`src/rtl/i2c_bus_arbiter.sv`:
```
// ---------------------------------------------------------------------------
// i2c_bus_arbiter
//
// Shares one byte-level I2C master engine between two requesters. A requester
// wins the bus with a START operation. It then keeps the bus and may issue
// further byte operations, including repeated starts, until one of its
// operations completes with STOP or the transfer fails. On NACK or timeout the
// arbiter issues its own STOP before it frees the bus.
//
// Every output is registered. Outputs therefore reach their reset values only
// through the asynchronous register clear.
//
// Optional feature: define I2C_ARB_HOLD_TIMEOUT_EN to forcibly release an owner
// that stays idle in HOLD for HOLD_MAX cycles.
//
// Ports
//   clock, rst_n                 clock, asynchronous active-low reset
//   rqN_valid/start/stop/rw      requester N byte operation and its flags (N=0,1)
//   rqN_data[7:0]                byte to write, or address byte
//   rqN_accept                   one-cycle pulse: operation taken
//   rqN_ack/nack/to              one-cycle result pulses
//   rd_data[7:0]                 byte captured on the last acknowledged read
//   owner[1:0]                   one-hot grant, 00 when the bus is free
//   m_go/start/stop/rw, m_dataW  command to the master engine
//   m_ack/nack/to/busy, m_dataR  status and read data from the master engine
// ---------------------------------------------------------------------------
module i2c_bus_arbiter #(
  parameter int unsigned HOLD_MAX = 1000
) (
  input  logic       clock,
  input  logic       rst_n,
  input  logic       rq0_valid,
  input  logic       rq0_start,
  input  logic       rq0_stop,
  input  logic       rq0_rw,
  input  logic [7:0] rq0_data,
  output logic       rq0_accept,
  output logic       rq0_ack,
  output logic       rq0_nack,
  output logic       rq0_to,
  input  logic       rq1_valid,
  input  logic       rq1_start,
  input  logic       rq1_stop,
  input  logic       rq1_rw,
  input  logic [7:0] rq1_data,
  output logic       rq1_accept,
  output logic       rq1_ack,
  output logic       rq1_nack,
  output logic       rq1_to,
  output logic [7:0] rd_data,
  output logic [1:0] owner,
  output logic       m_go,
  output logic       m_start,
  output logic       m_stop,
  output logic       m_rw,
  output logic [7:0] m_dataW,
  input  logic       m_ack,
  input  logic       m_nack,
  input  logic       m_to,
  input  logic       m_busy,
  input  logic [7:0] m_dataR
);

  typedef enum logic [2:0] {IDLE, ISSUE, WAIT, HOLD, ABORT, DRAIN} state_e;

  state_e     state_q, state_d;
  logic [1:0] owner_q, owner_d;
  logic       lastGrant_q, lastGrant_d;
  logic       opStart_q, opStart_d, opStop_q, opStop_d, opRw_q, opRw_d;
  logic [7:0] opData_q, opData_d;
  logic       mGo_q, mGo_d, mStart_q, mStart_d, mStop_q, mStop_d, mRw_q, mRw_d;
  logic [7:0] mDataW_q, mDataW_d;
  logic [7:0] rdData_q, rdData_d;
  logic [1:0] accept_q, accept_d, ack_q, ack_d, nack_q, nack_d, to_q, to_d;

  logic elig0, elig1, ownerValid, take, pick1;

`ifdef I2C_ARB_HOLD_TIMEOUT_EN
  localparam int unsigned CntW = $clog2(HOLD_MAX + 1);
  localparam logic [CntW-1:0] HoldLast = CntW'(HOLD_MAX - 1);
  logic [CntW-1:0] holdCnt_q, holdCnt_d;
`else
  logic unusedHoldMax;
  assign unusedHoldMax = (HOLD_MAX == 0);
`endif

  assign elig0      = rq0_valid & rq0_start;
  assign elig1      = rq1_valid & rq1_start;
  assign ownerValid = (owner_q[0] & rq0_valid) | (owner_q[1] & rq1_valid);

  // Next-state logic. The one-cycle pulses default to zero, and every held
  // register defaults to its current value.
  always_comb begin
    state_d     = state_q;
    owner_d     = owner_q;
    lastGrant_d = lastGrant_q;
    opStart_d   = opStart_q;
    opStop_d    = opStop_q;
    opRw_d      = opRw_q;
    opData_d    = opData_q;
    mGo_d       = 1'b0;
    mStart_d    = mStart_q;
    mStop_d     = mStop_q;
    mRw_d       = mRw_q;
    mDataW_d    = mDataW_q;
    rdData_d    = rdData_q;
    accept_d    = 2'b00;
    ack_d       = 2'b00;
    nack_d      = 2'b00;
    to_d        = 2'b00;
    take        = 1'b0;
    pick1       = 1'b0;
`ifdef I2C_ARB_HOLD_TIMEOUT_EN
    holdCnt_d   = '0;
`endif
    case (state_q)
      IDLE: begin
        if (elig0 | elig1) begin
          // When both requesters are eligible, the one not granted last wins.
          pick1    = elig1 & (~elig0 | ~lastGrant_q);
          owner_d  = pick1 ? 2'b10 : 2'b01;
          accept_d = owner_d;
          take     = 1'b1;
          state_d  = ISSUE;
        end
      end
      ISSUE: begin
        mGo_d    = 1'b1;
        mStart_d = opStart_q;
        mStop_d  = opStop_q;
        mRw_d    = opRw_q;
        mDataW_d = opData_q;
        state_d  = WAIT;
      end
      WAIT: begin
        // A failure beats a simultaneous ack, so no ack pulse is raised then.
        if (m_nack | m_to) begin
          if (m_nack) nack_d = owner_q;
          else        to_d   = owner_q;
          state_d = ABORT;
        end else if (m_ack) begin
          ack_d = owner_q;
          if (mRw_q) rdData_d = m_dataR;
          state_d = opStop_q ? DRAIN : HOLD;
        end
      end
      HOLD: begin
        // Only the owner's request is considered here. Its start flag is
        // passed through unchanged, so it can issue a repeated start.
        if (ownerValid) begin
          pick1    = owner_q[1];
          accept_d = owner_q;
          take     = 1'b1;
          state_d  = ISSUE;
        end
`ifdef I2C_ARB_HOLD_TIMEOUT_EN
        else if (holdCnt_q == HoldLast) begin
          to_d    = owner_q;
          state_d = ABORT;
        end else begin
          holdCnt_d = holdCnt_q + 1'b1;
        end
`endif
      end
      ABORT: begin
        mGo_d    = 1'b1;
        mStart_d = 1'b0;
        mStop_d  = 1'b1;
        mRw_d    = 1'b0;
        mDataW_d = 8'h00;
        state_d  = DRAIN;
      end
      DRAIN: begin
        if (!m_busy) begin
          lastGrant_d = owner_q[1];
          owner_d     = 2'b00;
          state_d     = IDLE;
        end
      end
      default: state_d = IDLE;
    endcase
    if (take) begin
      opStart_d = pick1 ? rq1_start : rq0_start;
      opStop_d  = pick1 ? rq1_stop  : rq0_stop;
      opRw_d    = pick1 ? rq1_rw    : rq0_rw;
      opData_d  = pick1 ? rq1_data  : rq0_data;
    end
  end

  // Register bank. After reset, lastGrant points at requester 1 so that
  // requester 0 wins the first tie.
  always_ff @(posedge clock or negedge rst_n) begin
    if (!rst_n) begin
      state_q     <= IDLE;
      owner_q     <= 2'b00;
      lastGrant_q <= 1'b1;
      opStart_q   <= 1'b0;
      opStop_q    <= 1'b0;
      opRw_q      <= 1'b0;
      opData_q    <= 8'h00;
      mGo_q       <= 1'b0;
      mStart_q    <= 1'b0;
      mStop_q     <= 1'b0;
      mRw_q       <= 1'b0;
      mDataW_q    <= 8'h00;
      rdData_q    <= 8'h00;
      accept_q    <= 2'b00;
      ack_q       <= 2'b00;
      nack_q      <= 2'b00;
      to_q        <= 2'b00;
`ifdef I2C_ARB_HOLD_TIMEOUT_EN
      holdCnt_q   <= '0;
`endif
    end else begin
      state_q     <= state_d;
      owner_q     <= owner_d;
      lastGrant_q <= lastGrant_d;
      opStart_q   <= opStart_d;
      opStop_q    <= opStop_d;
      opRw_q      <= opRw_d;
      opData_q    <= opData_d;
      mGo_q       <= mGo_d;
      mStart_q    <= mStart_d;
      mStop_q     <= mStop_d;
      mRw_q       <= mRw_d;
      mDataW_q    <= mDataW_d;
      rdData_q    <= rdData_d;
      accept_q    <= accept_d;
      ack_q       <= ack_d;
      nack_q      <= nack_d;
      to_q        <= to_d;
`ifdef I2C_ARB_HOLD_TIMEOUT_EN
      holdCnt_q   <= holdCnt_d;
`endif
    end
  end

  assign owner      = owner_q;
  assign rd_data    = rdData_q;
  assign m_go       = mGo_q;
  assign m_start    = mStart_q;
  assign m_stop     = mStop_q;
  assign m_rw       = mRw_q;
  assign m_dataW    = mDataW_q;
  assign rq0_accept = accept_q[0];
  assign rq1_accept = accept_q[1];
  assign rq0_ack    = ack_q[0];
  assign rq1_ack    = ack_q[1];
  assign rq0_nack   = nack_q[0];
  assign rq1_nack   = nack_q[1];
  assign rq0_to     = to_q[0];
  assign rq1_to     = to_q[1];

endmodule

```
`config.mk`:
```
export PLATFORM = sky130hd
export DESIGN_NAME = i2c_bus_arbiter
export DESIGN_NICKNAME = d
export VERILOG_FILES = /design/src/rtl/i2c_bus_arbiter.sv
export SDC_FILE = /design/constraint.sdc
export NUM_CORES = 1
export LEC_CHECK = 0
export ABC_AREA = 1
export CAP_MARGIN = 20
export CORE_MARGIN = 1.5
export CORE_UTILIZATION = 50
export CTS_CLUSTER_SIZE = 30
export DETAILED_ROUTE_END_ITERATION = 10
export PLACE_DENSITY = 0.95
export SLEW_MARGIN = 20
export SYNTH_ARGS = -nofsm -noshare
export SYNTH_HDL_FRONTEND = slang
export SYNTH_SLANG_ARGS = --single-unit
```
`constraint.sdc`:
```
create_clock -name clock -period 3.4 [get_ports clock]
set_input_delay 0.85 -clock clock [delete_from_list [all_inputs] [get_ports clock]]
set_output_delay 0.85 -clock clock [all_outputs]
set_load 0.005 [all_outputs]
```
==> Word level (Yosys, flattened, before mapping) <==
Cells that the tools add are included.
{ "word_totals": {"reg_bits": 45, "latchBits": 0, "ram_bits": 0, "mem_bits_ro": 0, "output_inout_bits": 30, "word_cells": 85, "n_memories": 0} }
{ "classes": {"add_sub_neg": 0, "multipliers": 0, "div_mod_pow": 0, "n_lt_le_gt_ge": 0, "n_eq_ne": 9, "shifts": 0, "n_mux": 38, "bitwise": 13, "reduce_logical": 8} }
{ "op_table": {"columns": ["op", "n"], "rows": [
  ["two-way mux 2 bit", 14],
  ["two-way mux 3 bit", 6],
  ["case mux 3 bit (6 select lines)", 1],
  ["case mux 8 bit (2 select lines)", 1],
  ["case mux 1 bit (2 select lines)", 5],
  ["two-way mux 1 bit", 8],
  ["two-way mux 8 bit", 1],
  ["case mux 2 bit (2 select lines)", 2],
  ["AND reduction 4 bit", 2],
  ["== test 3 x 2 -> 1 bit, second input constant", 2],
  ["== test 3 bit, second input constant", 2],
  ["inequality test 2 bit, second input constant", 3],
  ["bitwise AND 1 bit", 5],
  ["NOT 1 bit", 4],
  ["bitwise OR 1 bit", 4],
  ["nonzero test 2 bit", 2],
  ["== test 3 x 1 -> 1 bit, second input constant", 1],
  ["logical NOT 3 bit", 1],
  ["inequality test 3 bit, second input constant", 1],
  ["AND reduction 3 bit", 1],
  ["AND reduction 2 bit", 1],
  ["OR reduction 2 bit", 1]
]} }

==> Depth between registers and ports, before layout <==
{ "depth": {"ltp_word": 7, "ltp_mapped": 10} }

==> Worst setup path after synthesis <==
Ideal clock, no wire load.
{ "synth_timing": {"path_kind": "input -> register", "start": "in rq0_valid", "end": "reg opStop_q", "setup_ps": 117, "arrival_time_ps": 1574, "setup_slack_ps": 1709, "stages": 8, "cell_sequence": "inv_1 -> o21ai_0 -> nand2_2 -> nand2_1 -> inv_2 -> buf_4 -> nand2_1 -> nand2_1"} }
{ "synth_between": {"elab_chain_len": 7, "elab_cells_between_ends": 14, "cone_classes": "7 x mux; 7 x bitwise"} }
{ "synth_lines": {"columns": ["item", "line", "source"], "rows": [
  ["start, declared", "32", "input logic rq0_valid,"],
  ["bitwise AND 1 bit", "87", "assign elig0 = rq0_valid & rq0_start;"],
  ["NOT 1 bit", "120", "pick1 = elig1 & (~elig0 | ~lastGrant_q);"],
  ["bitwise OR 1 bit", "120", null],
  ["bitwise AND 1 bit", "120", null],
  ["two-way mux 1 bit", "118", "if (elig0 | elig1) begin"],
  ["case mux 1 bit (2 select lines)", "116", "case (state_q)"],
  ["two-way mux 1 bit", "184", "opStop_d = pick1 ? rq1_stop : rq0_stop;"],
  ["end signal, assigned", "219", "opStop_q <= opStop_d;"],
  ["end, declared", "69", "logic opStart_q, opStart_d, opStop_q, opStop_d, opRw_q, opRw_d;"]
]} }
Parallel ways exist; a longest one is shown, timed or not.
A chain may end at the register's enable or synchronous reset.

==> Final worst setup path <==
{ "layout_timing": {"start": "in rq0_start", "end": "reg opStart_q"} }
{ "layout_between": {"elab_chain_len": 7, "elab_cells_between_ends": 10, "cone_classes": "5 x mux; 5 x bitwise"} }
{ "layout_lines": {"columns": ["item", "line", "source"], "rows": [
  ["start, declared", "33", "input logic rq0_start,"],
  ["bitwise AND 1 bit", "87", null],
  ["NOT 1 bit", "120", null],
  ["bitwise OR 1 bit", "120", null],
  ["bitwise AND 1 bit", "120", null],
  ["two-way mux 1 bit", "118", null],
  ["case mux 1 bit (2 select lines)", "116", null],
  ["two-way mux 1 bit", "183", "opStart_d = pick1 ? rq1_start : rq0_start;"],
  ["end signal, assigned", "218", "opStart_q <= opStart_d;"],
  ["end, declared", "69", null]
]} }
Parallel ways exist; a longest one is shown, timed or not.

==> impl_metrics.yaml <==
cells_and_area:
  fillCellCount: 316
  area_growth_syn_to_layout_pct: 36.4
  layout.nets: 370
  num_antenna_cells: 0
  proportion_of_layout_cells_with_a_drive_suffix_above_1_pct: 9.31
  finalInstanceArea_mm2: 0.00297
placement:
  post-dp-hpwl_um: 3510
  io_buffers: 67
  gpl.final_weighted_congestion: 0.816
  dpl_cell_area_mm2: 0.00284
pwr:
  clock_power_share_pct: 20.7
  internal_power_consumption_uw: 1460
  switching_power_uw: 817
  power.ir.vdd_worst_mv: 0.344
  swShare_pct: 35.8
  comb_power_share_pct: 40.6
  leakagePower_uw: 0.00154
  cellPowerDensity_mw_per_mm2: 768
  p_seq_share_pct: 38.7
setup_path:
  setup.worst_path.start_class: "input port"
  cp_data_arrival_time_ps: 2600
  reg_to_reg_setup_timing_slack_ps: 1610
  cp_common_cell: "sky130_fd_sc_hd__nand2_1"
  worst_path_required_ps: 3590
  critPathMaxFanout: 12
  nature_of_the_critical_path_endpoint: "flip-flop"
  critical_path.cell_chain: "clkdlybuf4s50_1 -> inv_1 -> o21ai_0 -> nand2_2 -> nand2_1 -> inv_2 -> nand2_1 -> nand2_1"
  crit_path_start: "rq0_start"
  critPathSlowestCell: "sky130_fd_sc_hd__clkdlybuf4s50_1"
  regToRegEndpoint: "opStop_q"
  path_depth: 8
  r2r_cells: 7
  setup.worst_path.end: "opStart_q"
  timing.critical_path.max_delay_family: "buffers and inverters"
  setup.worst_path.class: "input port to flip-flop"
  timing.critical_path.slowest_cell_delay_ps: 500
  critical_path.n_buffers_inverters: 3
  rr_startpoint: "state_q[0]"
detailed_routing:
  drt_drc_violations_left: 0
  dr_total_vias: 1935
  route.detailed.vias_per_inst: 5.05
  drtIter0Drc: 137
  detailedRoute.firstPassIterationCount: 4
  totalWireLength_um: 4770
  avg_wl_per_cell_um: 12.4
  drtAntennaViolNets: 0
cts:
  post-cts-setup-buffers: 0
  tritoncts: "yes"
  cts-htree-levels: 2
  numCtsBuffers: 5
  clock_latency_ps: 300
  cts_root_buffer: "sky130_fd_sc_hd__clkbuf_8"
  clock-sinks: 45
  path_clk_slew_ps: 80
  post_cts_resize_count: 0
  clock_tree.buffer_depth: 2
  number_of_hold_buffers_added_after_cts: 0
floorplan:
  chipWidth_um: 69.0
  core_region_area_mm2: 0.00409
  dieHeight_um: 69.0
  number_of_core_rows: 23
  design.die.area_mm2: 0.00476
  design.portCount: 68
  initial_utilization_pct: 53.3
sta:
  setup-tns-final_ps: 0
  timing.fmax_ghz: 0.414
  clock_skew_ps: 9.10
  final_max_slew_viol_count: 0
  final-setup-viol-count: 0
  worst_rel_slew_slack_pct: 35.0
  timing.final.crit_period_ps: 2410
  hold_viol_final: 0
  period_share_pct: 71.0
  tightestPinTransition_ps: 974
  rsz0062_at_grt: "false"
global_routing:
  first_global_vias: 1803
  antenna_found_initial: 0
  grt_first_pass_wirelength_um: 7730
  gr-usage-all-layers_pct: 22.2
  grt_max_degree: 46
  overflow: 0
logic_synthesis:
  synth_sequential_area_ratio_pct: 51.8
  postSynthCellCount: 268
  synth.avg_cell_area_um2: 8.12
  synthesis.nets: 306
  count_of_different_cell_masters_after_synthesis: 22
  synth_warnings: 0
  synthesis_stage_register_bit_count: 45
  synthesis.area_mm2: 0.00218
job:
  timing.max_cap.violations: 0
min_path:
  path_category_of_the_worst_min_delay_check: "flip-flop to flip-flop"
run_status:
  outcome: "finished clean"
## routing by layer
layer  up-vias  share of wire, %  GRT usage [%]
met2        84                50           38.9
li1        963                 -              -
met4         0               1.8           11.0
met5         -                 0              0
met3         7               6.8           2.76
met1       881                41           26.9
## flip-flops by register name, indices dropped and copies added (netlist names), 2 cells and up
name / count
m_dataW: 8
to_q: 2
state_q: 3
owner: 2
rd_data: 8
nack_q: 2
opData_q: 8
accept_q: 2
ack_q: 2
## layout make-up
type / count / area, um^2 / area share (%)
multi-input cells: 154 / 758 / 25.5
repair buffers: 67 / 666 / 22.4
clock buffers: 5 / 68.8 / 2.32
inverters: 59 / 221 / 7.46
well taps: 50 / 62.6 / 2.11
clock inverters: 3 / 65.1 / 2.19
flip-flops and latches: 45 / 1130 / 38.0
## cells in the mapped netlist
| cell | number | area [um^2] |
|---|---|---|
| sky130_fd_sc_hd__nand2_1 | 63 | 236 |
| sky130_fd_sc_hd__inv_1 | 54 | 203 |
| sky130_fd_sc_hd__dfrtp_1 | 44 | 1100 |
| sky130_fd_sc_hd__nand3_1 | 40 | 200 |
| sky130_fd_sc_hd__o21ai_0 | 17 | 85.1 |
| sky130_fd_sc_hd__o21ai_2 | 8 | 70.1 |
| sky130_fd_sc_hd__nor2_1 | 7 | 26.3 |
| sky130_fd_sc_hd__inv_2 | 5 | 18.8 |
| sky130_fd_sc_hd__buf_4 | 4 | 30.0 |
| sky130_fd_sc_hd__nor4_1 | 4 | 25.0 |
| sky130_fd_sc_hd__nand2_2 | 3 | 18.8 |
| sky130_fd_sc_hd__nand4_1 | 3 | 18.8 |
| sky130_fd_sc_hd__buf_2 | 2 | 10.0 |
| sky130_fd_sc_hd__buf_6 | 2 | 22.5 |
| sky130_fd_sc_hd__clkbuf_1 | 2 | 7.51 |
| sky130_fd_sc_hd__nor2_4 | 2 | 22.5 |
| sky130_fd_sc_hd__nor3_1 | 2 | 10.0 |
| sky130_fd_sc_hd__o21ai_1 | 2 | 10.0 |
| sky130_fd_sc_hd__dfstp_2 | 1 | 26.3 |
| sky130_fd_sc_hd__nand2_4 | 1 | 11.3 |
| sky130_fd_sc_hd__nand3_4 | 1 | 17.5 |
| sky130_fd_sc_hd__nor2_2 | 1 | 6.26 |
## worst register-to-register path: stages, from the launching register on
cell and delay (ps):
sky130_fd_sc_hd__dfrtp_1 480, sky130_fd_sc_hd__nand2_1 110, sky130_fd_sc_hd__nor2_2 150, sky130_fd_sc_hd__nand3_1 340, sky130_fd_sc_hd__nand2_2 330, sky130_fd_sc_hd__nand2_1 100, sky130_fd_sc_hd__nand3_1 100, sky130_fd_sc_hd__nand2_1 60
## cell families (layout without fill, tap and decap cells)
| logic type | count (synthesis) | after routing | synth area share, % |
|---|---|---|---|
| flip-flops | 45 | 45 | 51.8 |
| AND/OR/NAND/NOR | 127 | 127 | 27.2 |
| buffers and inverters | 69 | 134 | 13.4 |
| AO/OA/AOI/OAI | 27 | 27 | 7.59 |
## placed cells by master (no fill, tap or decap), types with 3 or more instances in the layout
master	Yosys	routed
sky130_fd_sc_hd__nand2_1	63	63
sky130_fd_sc_hd__clkbuf_8	0	5
sky130_fd_sc_hd__nand3_1	40	40
sky130_fd_sc_hd__inv_2	5	5
sky130_fd_sc_hd__dfrtp_1	44	44
sky130_fd_sc_hd__o21ai_2	8	8
sky130_fd_sc_hd__clkdlybuf4s50_1	0	66
sky130_fd_sc_hd__inv_1	54	54
sky130_fd_sc_hd__nand4_1	3	3
sky130_fd_sc_hd__nor2_1	7	7
sky130_fd_sc_hd__o21ai_0	17	17
sky130_fd_sc_hd__nand2_2	3	3
sky130_fd_sc_hd__nor4_1	4	4
## how the worst min path moves through the flow
| stage | cells after the start | startpoint | slack, ps | to |
|---|---|---|---|---|
| floorplan | 2 | opData_q[0] | 450 | opData_q[0] |
| global placement | 2 | rd_data[1] | 460 | rd_data[1] |
| detailed placement | 2 | rd_data[1] | 470 | rd_data[1] |
| CTS | 2 | rd_data[1] | 490 | rd_data[1] |
| global route | 2 | rd_data[4] | 520 | rd_data[4] |
| finish | 2 | rd_data[1] | 480 | rd_data[1] |
## through the flow
step	setup slack (ps)	hold slack (ps)	power, uW	std cells	util [%]
finish	986	482	2280	383	72.7
global route	858	517	2460	383	72.7
CTS	978	486	2290	383	72.7
detailed placement	767	466	1810	375	69.4
global placement	861	462	1750	375	69.4
floorplan	1710	448	1420	268	-
## power groups by stage
stage,Sequential (uW),Clock (uW),Combinational [uW]
floorplan,870,0,550
global placement,882,0,873
detailed placement,891,0,918
CTS,883,478,930
global route,913,501,1050
finish,884,472,925
No activity file was read; power rests on OpenSTA's default activity.
